`src/rtl/inex_pkg.sv`:
```
// Shared types and constants for the inexact-recursion search entries.
// The register file and the branch generator both use this package.
package inex_pkg;

  localparam int unsigned ENT_FW    = 8;
  localparam int unsigned ENT_W     = 4 * ENT_FW;
  localparam int unsigned CNT_WIDTH = 4;
  localparam int unsigned NUM_SLOTS = 9;
  localparam int unsigned SLOT_W    = 4;

  localparam int unsigned Z_LSB    = 24;
  localparam int unsigned OP_LSB   = 16;
  localparam int unsigned BASE_LSB = 8;
  localparam int unsigned I_LSB    = 0;

  typedef enum logic [ENT_FW-1:0] {
    OP_ROOT  = 8'd0,
    OP_MATCH = 8'd1,
    OP_MISM  = 8'd2,
    OP_INS   = 8'd3,
    OP_DEL   = 8'd4
  } op_e;

  typedef enum logic [1:0] {
    BASE_A = 2'd0,
    BASE_C = 2'd1,
    BASE_G = 2'd2,
    BASE_T = 2'd3
  } base_e;

  typedef struct packed {
    logic [ENT_FW-1:0] z;
    logic [ENT_FW-1:0] op;
    logic [ENT_FW-1:0] base;
    logic [ENT_FW-1:0] i;
  } entry_t;

  // Assemble an entry from its fields using the documented bit positions.
  function automatic entry_t make_entry(input logic [ENT_FW-1:0] z,
                                        input op_e               op,
                                        input logic [1:0]        b,
                                        input logic [ENT_FW-1:0] i);
    logic [ENT_W-1:0] w;
    w = (ENT_W'(z) << Z_LSB) | (ENT_W'(op) << OP_LSB) |
        (ENT_W'(b) << BASE_LSB) | (ENT_W'(i) << I_LSB);
    return entry_t'(w);
  endfunction

endpackage

```
`src/rtl/inex_branch_gen_if.sv`:
```
// Parent-in / child-out bundle of the branch generator.
// master = the generator, slave = its environment (parent source + register file).
interface inex_branch_gen_if #(
  parameter int unsigned CNT_W = inex_pkg::CNT_WIDTH
);
  import inex_pkg::*;

  logic             in_valid;
  logic             in_ready;
  entry_t           in_entry;
  logic [1:0]       q_base;
  logic             w_full;
  logic             we;
  entry_t           w_data;
  logic             hit_valid;
  entry_t           hit_entry;
  logic             done;
  logic [CNT_W-1:0] child_cnt;

  modport master (
    input  in_valid, in_entry, q_base, w_full,
    output in_ready, we, w_data, hit_valid, hit_entry, done, child_cnt
  );

  modport slave (
    output in_valid, in_entry, q_base, w_full,
    input  in_ready, we, w_data, hit_valid, hit_entry, done, child_cnt
  );

endinterface

```
`src/rtl/inex_child_calc.sv`:
```
// Per-slot child generator: slot 0 = insertion, odd slots = deletions,
// even slots >= 2 = match/mismatch substitutions for bases A..T.
module inex_child_calc
  import inex_pkg::*;
#(
  parameter bit          EN_INDEL = 1'b1,
  parameter int unsigned FW       = ENT_FW
) (
  input  logic [SLOT_W-1:0] slot_i,
  input  entry_t            parent_i,
  input  logic [1:0]        q_base_i,
  output logic              applicable_c_o,
  output entry_t            child_c_o
);

  logic          z_pos_c;
  logic [FW-1:0] z_dec_c;
  logic [FW-1:0] i_dec_c;
  logic [1:0]    sub_base_c;
  logic          unused_parent_c;

  // op and base of the parent do not influence its children
  assign unused_parent_c = ^{parent_i.op, parent_i.base};

  always_comb begin
    z_pos_c        = (parent_i.z != '0);
    z_dec_c        = FW'(parent_i.z - 1'b1);
    i_dec_c        = FW'(parent_i.i - 1'b1);
    sub_base_c     = 2'(slot_i[3:1] - 3'd1);
    applicable_c_o = 1'b0;
    child_c_o      = '0;
    if (slot_i == '0) begin
      applicable_c_o = EN_INDEL && z_pos_c;
      child_c_o      = make_entry(z_dec_c, OP_INS, q_base_i, i_dec_c);
    end else if (slot_i[0]) begin
      applicable_c_o = EN_INDEL && z_pos_c;
      child_c_o      = make_entry(z_dec_c, OP_DEL, slot_i[2:1], parent_i.i);
    end else if (sub_base_c == q_base_i) begin
      applicable_c_o = 1'b1;
      child_c_o      = make_entry(parent_i.z, OP_MATCH, sub_base_c, i_dec_c);
    end else begin
      applicable_c_o = z_pos_c;
      child_c_o      = make_entry(z_dec_c, OP_MISM, sub_base_c, i_dec_c);
    end
  end

endmodule

```
`src/rtl/inex_branch_gen.sv`:
```
// Expands one parent search entry into up to nine children written to the
// register file; parents already at query index 0 are reported as hits.
module inex_branch_gen
  import inex_pkg::*;
#(
  parameter bit          EN_INDEL = 1'b1,
  parameter int unsigned FW       = ENT_FW,
  parameter int unsigned CNT_W    = CNT_WIDTH
) (
  input logic               clk,
  input logic               rst,
  inex_branch_gen_if.master bus
);

  typedef enum logic {ST_IDLE, ST_EMIT} state_e;

  state_e            state_q, state_d;
  logic [SLOT_W-1:0] slot_q, slot_d;
  entry_t            parent_q, parent_d;
  logic [1:0]        qbase_q, qbase_d;
  logic [CNT_W-1:0]  cnt_q, cnt_d;
  logic              we_q, we_d;
  entry_t            wdata_q, wdata_d;
  logic              hit_valid_q, hit_valid_d;
  entry_t            hit_entry_q, hit_entry_d;
  logic              done_q, done_d;
  logic              applicable_c;
  logic              advance_c;
  entry_t            child_c;

  inex_child_calc #(
    .EN_INDEL (EN_INDEL),
    .FW       (FW)
  ) u_child_calc (
    .slot_i         (slot_q),
    .parent_i       (parent_q),
    .q_base_i       (qbase_q),
    .applicable_c_o (applicable_c),
    .child_c_o      (child_c)
  );

  assign bus.in_ready  = (state_q == ST_IDLE);
  assign bus.we        = we_q;
  assign bus.w_data    = wdata_q;
  assign bus.hit_valid = hit_valid_q;
  assign bus.hit_entry = hit_entry_q;
  assign bus.done      = done_q;
  assign bus.child_cnt = cnt_q;

  // A non-applicable slot never waits on w_full
  assign advance_c = !applicable_c || !bus.w_full;

  always_comb begin
    state_d     = state_q;
    slot_d      = slot_q;
    parent_d    = parent_q;
    qbase_d     = qbase_q;
    cnt_d       = cnt_q;
    we_d        = 1'b0;
    wdata_d     = wdata_q;
    hit_valid_d = 1'b0;
    hit_entry_d = hit_entry_q;
    done_d      = 1'b0;
    case (state_q)
      ST_IDLE: begin
        if (bus.in_valid) begin
          parent_d = bus.in_entry;
          qbase_d  = bus.q_base;
          if (bus.in_entry.i == '0) begin
            hit_valid_d = 1'b1;
            hit_entry_d = bus.in_entry;
          end else begin
            state_d = ST_EMIT;
            slot_d  = '0;
            cnt_d   = '0;
          end
        end
      end
      ST_EMIT: begin
        // Stalled children stay visible on w_data with we low
        if (applicable_c) wdata_d = child_c;
        if (applicable_c && !bus.w_full) begin
          we_d  = 1'b1;
          cnt_d = cnt_q + CNT_W'(1);
        end
        if (advance_c) begin
          slot_d = slot_q + SLOT_W'(1);
          if (slot_q == SLOT_W'(NUM_SLOTS - 1)) begin
            state_d = ST_IDLE;
            slot_d  = '0;
            done_d  = 1'b1;
          end
        end
      end
      default: state_d = ST_IDLE;
    endcase
  end

  always_ff @(posedge clk or posedge rst) begin
    if (rst) begin
      state_q     <= ST_IDLE;
      slot_q      <= '0;
      parent_q    <= '0;
      qbase_q     <= '0;
      cnt_q       <= '0;
      we_q        <= 1'b0;
      wdata_q     <= '0;
      hit_valid_q <= 1'b0;
      hit_entry_q <= '0;
      done_q      <= 1'b0;
    end else begin
      state_q     <= state_d;
      slot_q      <= slot_d;
      parent_q    <= parent_d;
      qbase_q     <= qbase_d;
      cnt_q       <= cnt_d;
      we_q        <= we_d;
      wdata_q     <= wdata_d;
      hit_valid_q <= hit_valid_d;
      hit_entry_q <= hit_entry_d;
      done_q      <= done_d;
    end
  end

endmodule
```
`src/flat_wrapper.sv`:
```
// flat-port wrapper written by rule: the top's interface ports become plain ports
module inex_branch_gen_flat import inex_pkg::*;
#(
  parameter bit          EN_INDEL = 1'b1,
  parameter int unsigned FW       = ENT_FW,
  parameter int unsigned CNT_W    = CNT_WIDTH
)
  (clk, rst, bus_in_valid, bus_in_entry, bus_q_base, bus_w_full, bus_in_ready, bus_we, bus_w_data, bus_hit_valid, bus_hit_entry, bus_done, bus_child_cnt);
  inex_branch_gen_if #(.CNT_W(CNT_W)) bus_i ();
  input logic clk;
  input logic rst;
  input wire logic [$bits(bus_i.in_valid)-1:0] bus_in_valid;
  input wire logic [$bits(bus_i.in_entry)-1:0] bus_in_entry;
  input wire logic [$bits(bus_i.q_base)-1:0] bus_q_base;
  input wire logic [$bits(bus_i.w_full)-1:0] bus_w_full;
  output wire logic [$bits(bus_i.in_ready)-1:0] bus_in_ready;
  output wire logic [$bits(bus_i.we)-1:0] bus_we;
  output wire logic [$bits(bus_i.w_data)-1:0] bus_w_data;
  output wire logic [$bits(bus_i.hit_valid)-1:0] bus_hit_valid;
  output wire logic [$bits(bus_i.hit_entry)-1:0] bus_hit_entry;
  output wire logic [$bits(bus_i.done)-1:0] bus_done;
  output wire logic [$bits(bus_i.child_cnt)-1:0] bus_child_cnt;
  assign bus_i.in_valid = bus_in_valid;
  assign bus_i.in_entry = bus_in_entry;
  assign bus_i.q_base = bus_q_base;
  assign bus_i.w_full = bus_w_full;
  assign bus_in_ready = bus_i.in_ready;
  assign bus_we = bus_i.we;
  assign bus_w_data = bus_i.w_data;
  assign bus_hit_valid = bus_i.hit_valid;
  assign bus_hit_entry = bus_i.hit_entry;
  assign bus_done = bus_i.done;
  assign bus_child_cnt = bus_i.child_cnt;
  inex_branch_gen #(.EN_INDEL(EN_INDEL), .FW(FW), .CNT_W(CNT_W)) u_core (.clk(clk), .rst(rst), .bus(bus_i));
endmodule
```
`config.mk`:
```
export PLATFORM = sky130hd
export DESIGN_NAME = inex_branch_gen_flat
export DESIGN_NICKNAME = d
export VERILOG_FILES = /design/src/rtl/inex_pkg.sv /design/src/rtl/inex_branch_gen_if.sv /design/src/rtl/inex_child_calc.sv /design/src/rtl/inex_branch_gen.sv /design/src/flat_wrapper.sv
export SDC_FILE = /design/constraint.sdc
export NUM_CORES = 1
export LEC_CHECK = 0
export BUFFER_PORTS_ARGS = -buffer_cell sky130_fd_sc_hd__buf_4
export CAP_MARGIN = 20
export CORE_MARGIN = 3
export CORE_UTILIZATION = 44
export CTS_BUF_LIST = sky130_fd_sc_hd__clkbuf_16
export DETAILED_ROUTE_END_ITERATION = 16
export MAX_ROUTING_LAYER = met4
export PLACE_DENSITY = 0.77
export SLEW_MARGIN = 10
export SYNTH_ARGS = -nofsm -noshare
export SYNTH_HDL_FRONTEND = slang
export SYNTH_SLANG_ARGS = --single-unit
```
`constraint.sdc`:
```
create_clock -name clk -period 2.7 [get_ports clk]
set_input_delay 0.135 -clock clk [delete_from_list [all_inputs] [get_ports clk]]
set_output_delay 0.135 -clock clk [all_outputs]
set_load 0.05 [all_outputs]
```
Word level (Yosys, flattened, before mapping)
Index checks and enable logic that the tools add are counted.
{"block": "totals", "ff_bits": 94}
{"block": "op_classes", "n_eq_ne": 6, "bitwise_logic": 9, "reduce_logical": 12, "mux": 26, "add_sub_neg": 5}
{"operator": "32-bit by 10-bit OR with 32-bit output", "count": 4}
{"operator": "32-bit by 8-bit OR with 32-bit output", "count": 4}
{"operator": "32-bit 2-to-1 mux", "count": 3}
{"operator": "4-bit 2-to-1 mux", "count": 5}
{"operator": "4-bit case mux with 2 select lines", "count": 2}
{"operator": "8-bit by 1-bit subtractor with 8-bit output, second input constant", "count": 2}
{"operator": "1-bit 2-to-1 mux", "count": 15}
{"operator": "3-bit AND reduction", "count": 3}
{"operator": "4-bit by 1-bit adder with 4-bit output, second input constant", "count": 2}
{"operator": "8-bit zero test", "count": 1}
{"operator": "2-bit != test, second input constant", "count": 4}
{"operator": "8-bit nonzero test", "count": 1}
{"operator": "4-bit equality test, second input constant", "count": 1}
{"operator": "4-bit zero test", "count": 1}
{"operator": "2-bit AND reduction", "count": 2}
{"operator": "2-bit equality test", "count": 1}
{"operator": "1-bit zero test", "count": 2}
{"operator": "1-bit case mux with 2 select lines", "count": 1}
{"operator": "2-bit by 1-bit subtractor with 2-bit output, second input constant", "count": 1}
{"operator": "1-bit logical AND", "count": 1}
{"operator": "1-bit logical OR", "count": 1}
{"operator": "1-bit inverter", "count": 1}

Longest topological paths before layout
{"block": "logic_depth", "ltp_word": 9, "ltp_mapped": 8}

Modules after synthesis
From an unflattened synthesis, not the netlist that was laid out.
{"block": "unflattened", "cells_unflattened": 352, "hier_area_um2": 4888.4}
{"module": "inex_branch_gen", "instances": 1, "area_per_inst_um2": 4332.9, "seq_area_each_um2": 2752.6, "cells_each": 270}
{"module": "inex_child_calc", "instances": 1, "area_per_inst_um2": 555.5, "seq_area_each_um2": 0.0, "cells_each": 82}

Least setup slack after synthesis
OpenSTA, ideal clock, no wires.
{"block": "synth_timing", "kind": "register to register", "start": "register u_core.slot_q[0]", "end": "register u_core.wdata_q (netlist bit u_core.bus.w_data[29])", "t_arrival_ns": 2.043, "period_less_slack_ns": 2.170, "path_stages_with_launch": 9, "path_slack_ns": 0.530, "path_cell_list": "dfrtp_1 inv_1 ha_1 nor3b_4 nor4_4 buf_6 or4_4 xor2_1 o21ai_2"}
{"block": "synth_between", "elab_chain_cells": 3, "elab_cells_between_ends": 6}
{"element": "start: declaration", "line": "inex_branch_gen.sv:18", "text": "logic [SLOT_W-1:0] slot_q, slot_d;"}
{"element": "start signal: assignment", "line": "inex_branch_gen.sv:113", "text": "slot_q <= slot_d;"}
{"element": "4-bit zero test / 1-bit 2-to-1 mux (equally long branches)", "line": "inex_child_calc.sv:32, inex_child_calc.sv:35"}
{"element": "1-bit 2-to-1 mux", "line": "inex_child_calc.sv:32", "text": "if (slot_i == '0) begin"}
{"element": "2-bit AND reduction (no line)"}
{"element": "end signal: assignment", "line": "inex_branch_gen.sv:118", "text": "wdata_q <= wdata_d;"}
{"element": "end: declaration", "line": "inex_branch_gen.sv:23", "text": "entry_t wdata_q, wdata_d;"}
Several ways; a longest one is shown, not always the timed one.
A chain may end at the register's enable or synchronous reset.

Worst setup path after layout
{"block": "layout_timing", "start": "register u_core.slot_q[0]", "end": "register u_core.wdata_q (netlist bit u_core.bus.w_data[4])"}
The elaborated chain is that of the path after synthesis.

==> metrics.csv <==
stage,metric,value,unit
route,Via Count,2842,
cts,hold_buf cts,20,
cts,clk sinks,83,
route,TritonRoute pass-1 iters,4,
timing,Final min period,2330,ps
die,Die ar.,0.00947,mm^2
synthesis,number of flops mapped to enable cells by yosys,0,
timing,final hold vios,0,
cells_and_area,design area,0.00499,mm^2
grt,Tot GR Track Use,18.8,%
timing,final clock period utilization by the worst path,86.4,%
synthesis,sequential cell area fraction in the yosys report,56.6,%
setup_path,Worst EP required,2890,ps
cells_and_area,Layout area overhead,36.1,%
synthesis,Synth Flop Type,dfrtp_1,
synthesis,"FF+latch count, synth",83,
setup_path,critical path endpoint category,flip-flop,
cts,htree depth,3,
synthesis,YS warnings,0,
setup_path,R2R cell count,9,
grt,grt ovf,0,
synthesis,syn avg cell area,10.3,um^2
grt,global-route wire length before repair,14.0,mm
placement,Final Wtd Congestion,0.845,
die,Row Count,32,
placement,detailed placer's ending HPWL,5.88,mm
timing,max frequency,429,MHz
cells_and_area,n_diodes,0,
synthesis,async set-reset flop share out of synthesis,100,%
timing,worst slew margin relative to its limit,53.9,%
hold_path,min-delay worst type,input pin to flip-flop,
synthesis,synthesized area,0.00367,mm^2
synthesis,Synth cell types,42,
run,number of max-cap violations,0,
die,Die Span X,97.3,um
grt,initial antenna violation count,0,
placement,dpl cell area,0.00451,mm^2
cells_and_area,Final nets,523,
cts,post-CTS setup buffers,0,
setup_path,R2R Setup Slk,370,ps
timing,RSZ-0062 raised after global routing,no,
die,Die Y,97.3,um
pwr,total power,5.72,mW
timing,final setup TNS,0,ps
timing,clock skew,6.23,ps
pwr,peak supply drop,0.573,mV
cts,Clock Tree Root,clkbuf_16,
setup_path,CP Max Fanout,43,
grt,largest net degree at the start of global routing,48,
route,WL final,8.32,mm
cts,CTS tree,built,
die,Initial Utilization,46.5,%
setup_path,Setup crit start,u_core.slot_q[0],
placement,PortBufs,98,
status,status,finished clean,
synthesis,Syn Inst Count,355,
route,Avg Vias per Cell,4.87,
route,remaining antenna violation count,0,
route,# DRC,0,
grt,vias in the first global route,2888,
pwr,Leak Pwr,2.54,nW
setup_path,worst path arrival time,2520,ps
die,core area,0.00789,mm^2
route,initial DRC count,84,
cts,Clock Latency Late Sink,330,ps
setup_path,crit path to,u_core.bus.w_data[4],
cts,total CTS buffers,9,
setup_path,Crit Reg-Reg Startpoint,u_core.slot_q[0],
route,per-cell routed wire length,14.2,um
setup_path,r2r endpoint,u_core.bus.w_data[4],
pwr,pwr dens,1150,mW/mm^2
timing,Slew Limit Fails,0,
setup_path,nature of the critical path startpoint,flip-flop,
die,# IOs,110,
cells_and_area,fill cell count,660,
cells_and_area,share of cells above drive strength 1,30.5,%
timing,Final setup viols,0,
cts,maximum clock insertion buffer count,2,
setup_path,critical path class,flip-flop to flip-flop,
cts,Clock transition at path regs,60,ps
cts,post-CTS resize count,0,
timing,Least-Margin Pin Slew,684,ps
-- metrics by stage --
step	hold slack [ps]	utilization [%]	instances	setup WS (ps)
detailed placement	129	57.2	549	381
global placement	323	56.8	548	485
floorplan	240	-	365	428
global route	12.4	63.3	584	136
finish	9.14	63.3	584	366
CTS	1.50	63.3	584	371
-- cell families (layout without fill, tap and decap cells) --
logic type | after synthesis | after routing | share of synthesized area (%)
XOR/XNOR | 16 | 16 | 3.82
AND/OR/NAND/NOR | 150 | 150 | 18.6
AO/OA/AOI/OAI | 40 | 40 | 6.55
multiplexers | 23 | 23 | 6.89
adder cells (fa/ha/maj) | 7 | 7 | 2.39
buffers and inverters | 35 | 152 | 4.98
other | 1 | 11 | 0.102
flip-flops | 83 | 83 | 56.6
-- layout make-up --
| class | count | area (um^2) | share of cell area [%] |
|---|---|---|---|
| sequential | 83 | 2080 | 41.6 |
| multi-input combinational | 247 | 1450 | 28.9 |
| timing repair buffer | 126 | 1020 | 20.4 |
| clock buffer | 9 | 225 | 4.51 |
| tap | 102 | 128 | 2.56 |
| clock inverter | 6 | 58.8 | 1.18 |
| inverter | 11 | 42.5 | 0.852 |
-- how the worst min path moves through the flow --
stage	start	endpoint	cells after the start
after floorplan	bus_in_entry[10]	u_core.bus.hit_entry[10]	2
after global placement	bus_in_entry[9]	u_core.bus.hit_entry[9]	3
after detailed placement	rst	u_core.bus.hit_entry[3]	2
after CTS	bus_in_entry[27]	u_core.bus.hit_entry[27]	3
after global routing	bus_in_entry[25]	u_core.bus.hit_entry[25]	3
final	bus_in_entry[29]	u_core.bus.hit_entry[29]	3
-- sequential cells by signal, summed over array words and instances (netlist names) --
name	flops
u_core.bus.w_data	21
u_core.slot_q	4
u_core.state_q	1
u_core.bus.child_cnt	4
u_core.bus.hit_entry	32
u_core.bus.hit_valid	1
u_core.bus.done	1
u_core.bus.we	1
u_core.qbase_q	2
u_core.parent_q	16
-- cell usage after synthesis, types with 3 or more instances --
library cell,n,share of area (%)
nand2_1,105,11
dfrtp_1,83,57
o21ai_0,25,3.4
mux2_2,18,5.5
buf_4,11,2.3
nor2_1,11,1.1
clkbuf_1,10,1.0
inv_1,10,1.0
xnor2_1,10,2.4
and2_1,8,1.4
ha_1,7,2.4
xor2_1,6,1.4
mux2i_1,5,1.4
nor4_1,4,0.68
a21oi_1,3,0.41
nand3_1,3,0.41
nor3_1,3,0.41
nor3b_1,3,0.61
-- power breakdown --
part	internal [mW]	switching (mW)	total (mW)	leakage, nW
registers	1.64	0.354	1.99	1.07
clock network	0.704	0.463	1.17	0.138
logic	0.980	1.59	2.57	1.34
-- placed cells by master (no fill, tap or decap), types with 2 or more instances in the layout --
| master | n |
|---|---|
| dlygate4sd3_1 | 20 |
| inv_1 | 10 |
| nor3_1 | 3 |
| mux2i_1 | 5 |
| a21o_1 | 2 |
| nor2_1 | 11 |
| o21ai_0 | 25 |
| ha_1 | 7 |
| nand4_1 | 2 |
| o2111ai_1 | 2 |
| nand2_1 | 105 |
| nor3b_1 | 3 |
| mux2_2 | 18 |
| o21ai_2 | 2 |
| clkbuf_16 | 9 |
| clkinv_2 | 3 |
| and2_1 | 8 |
| clkinvlp_4 | 2 |
| xnor2_1 | 10 |
| xor2_1 | 6 |
| nand2b_1 | 2 |
| nor4_1 | 4 |
| conb_1 | 11 |
| dfrtp_1 | 83 |
| nand3_1 | 3 |
| buf_4 | 105 |
| a21oi_1 | 3 |
-- critical path, stage by stage (launching register included) --
cell     delay [ps]
dfrtp_1         500
inv_1           170
ha_1            250
nor3b_4         170
nor4_4          310
buf_4           230
o21ai_2          90
buf_4           270
nand2_1         100
o21ai_0          80
-- per-layer routing --
metal  up-vias  track usage (%)  part of all wire, %
met3        17             3.66                  5.5
met4         0             9.58                  2.9
met5         -                -                    0
li1       1401                -                    -
met1      1339             22.6                   41
met2        85             30.3                   50
Power figures use the tool's default switching activity.
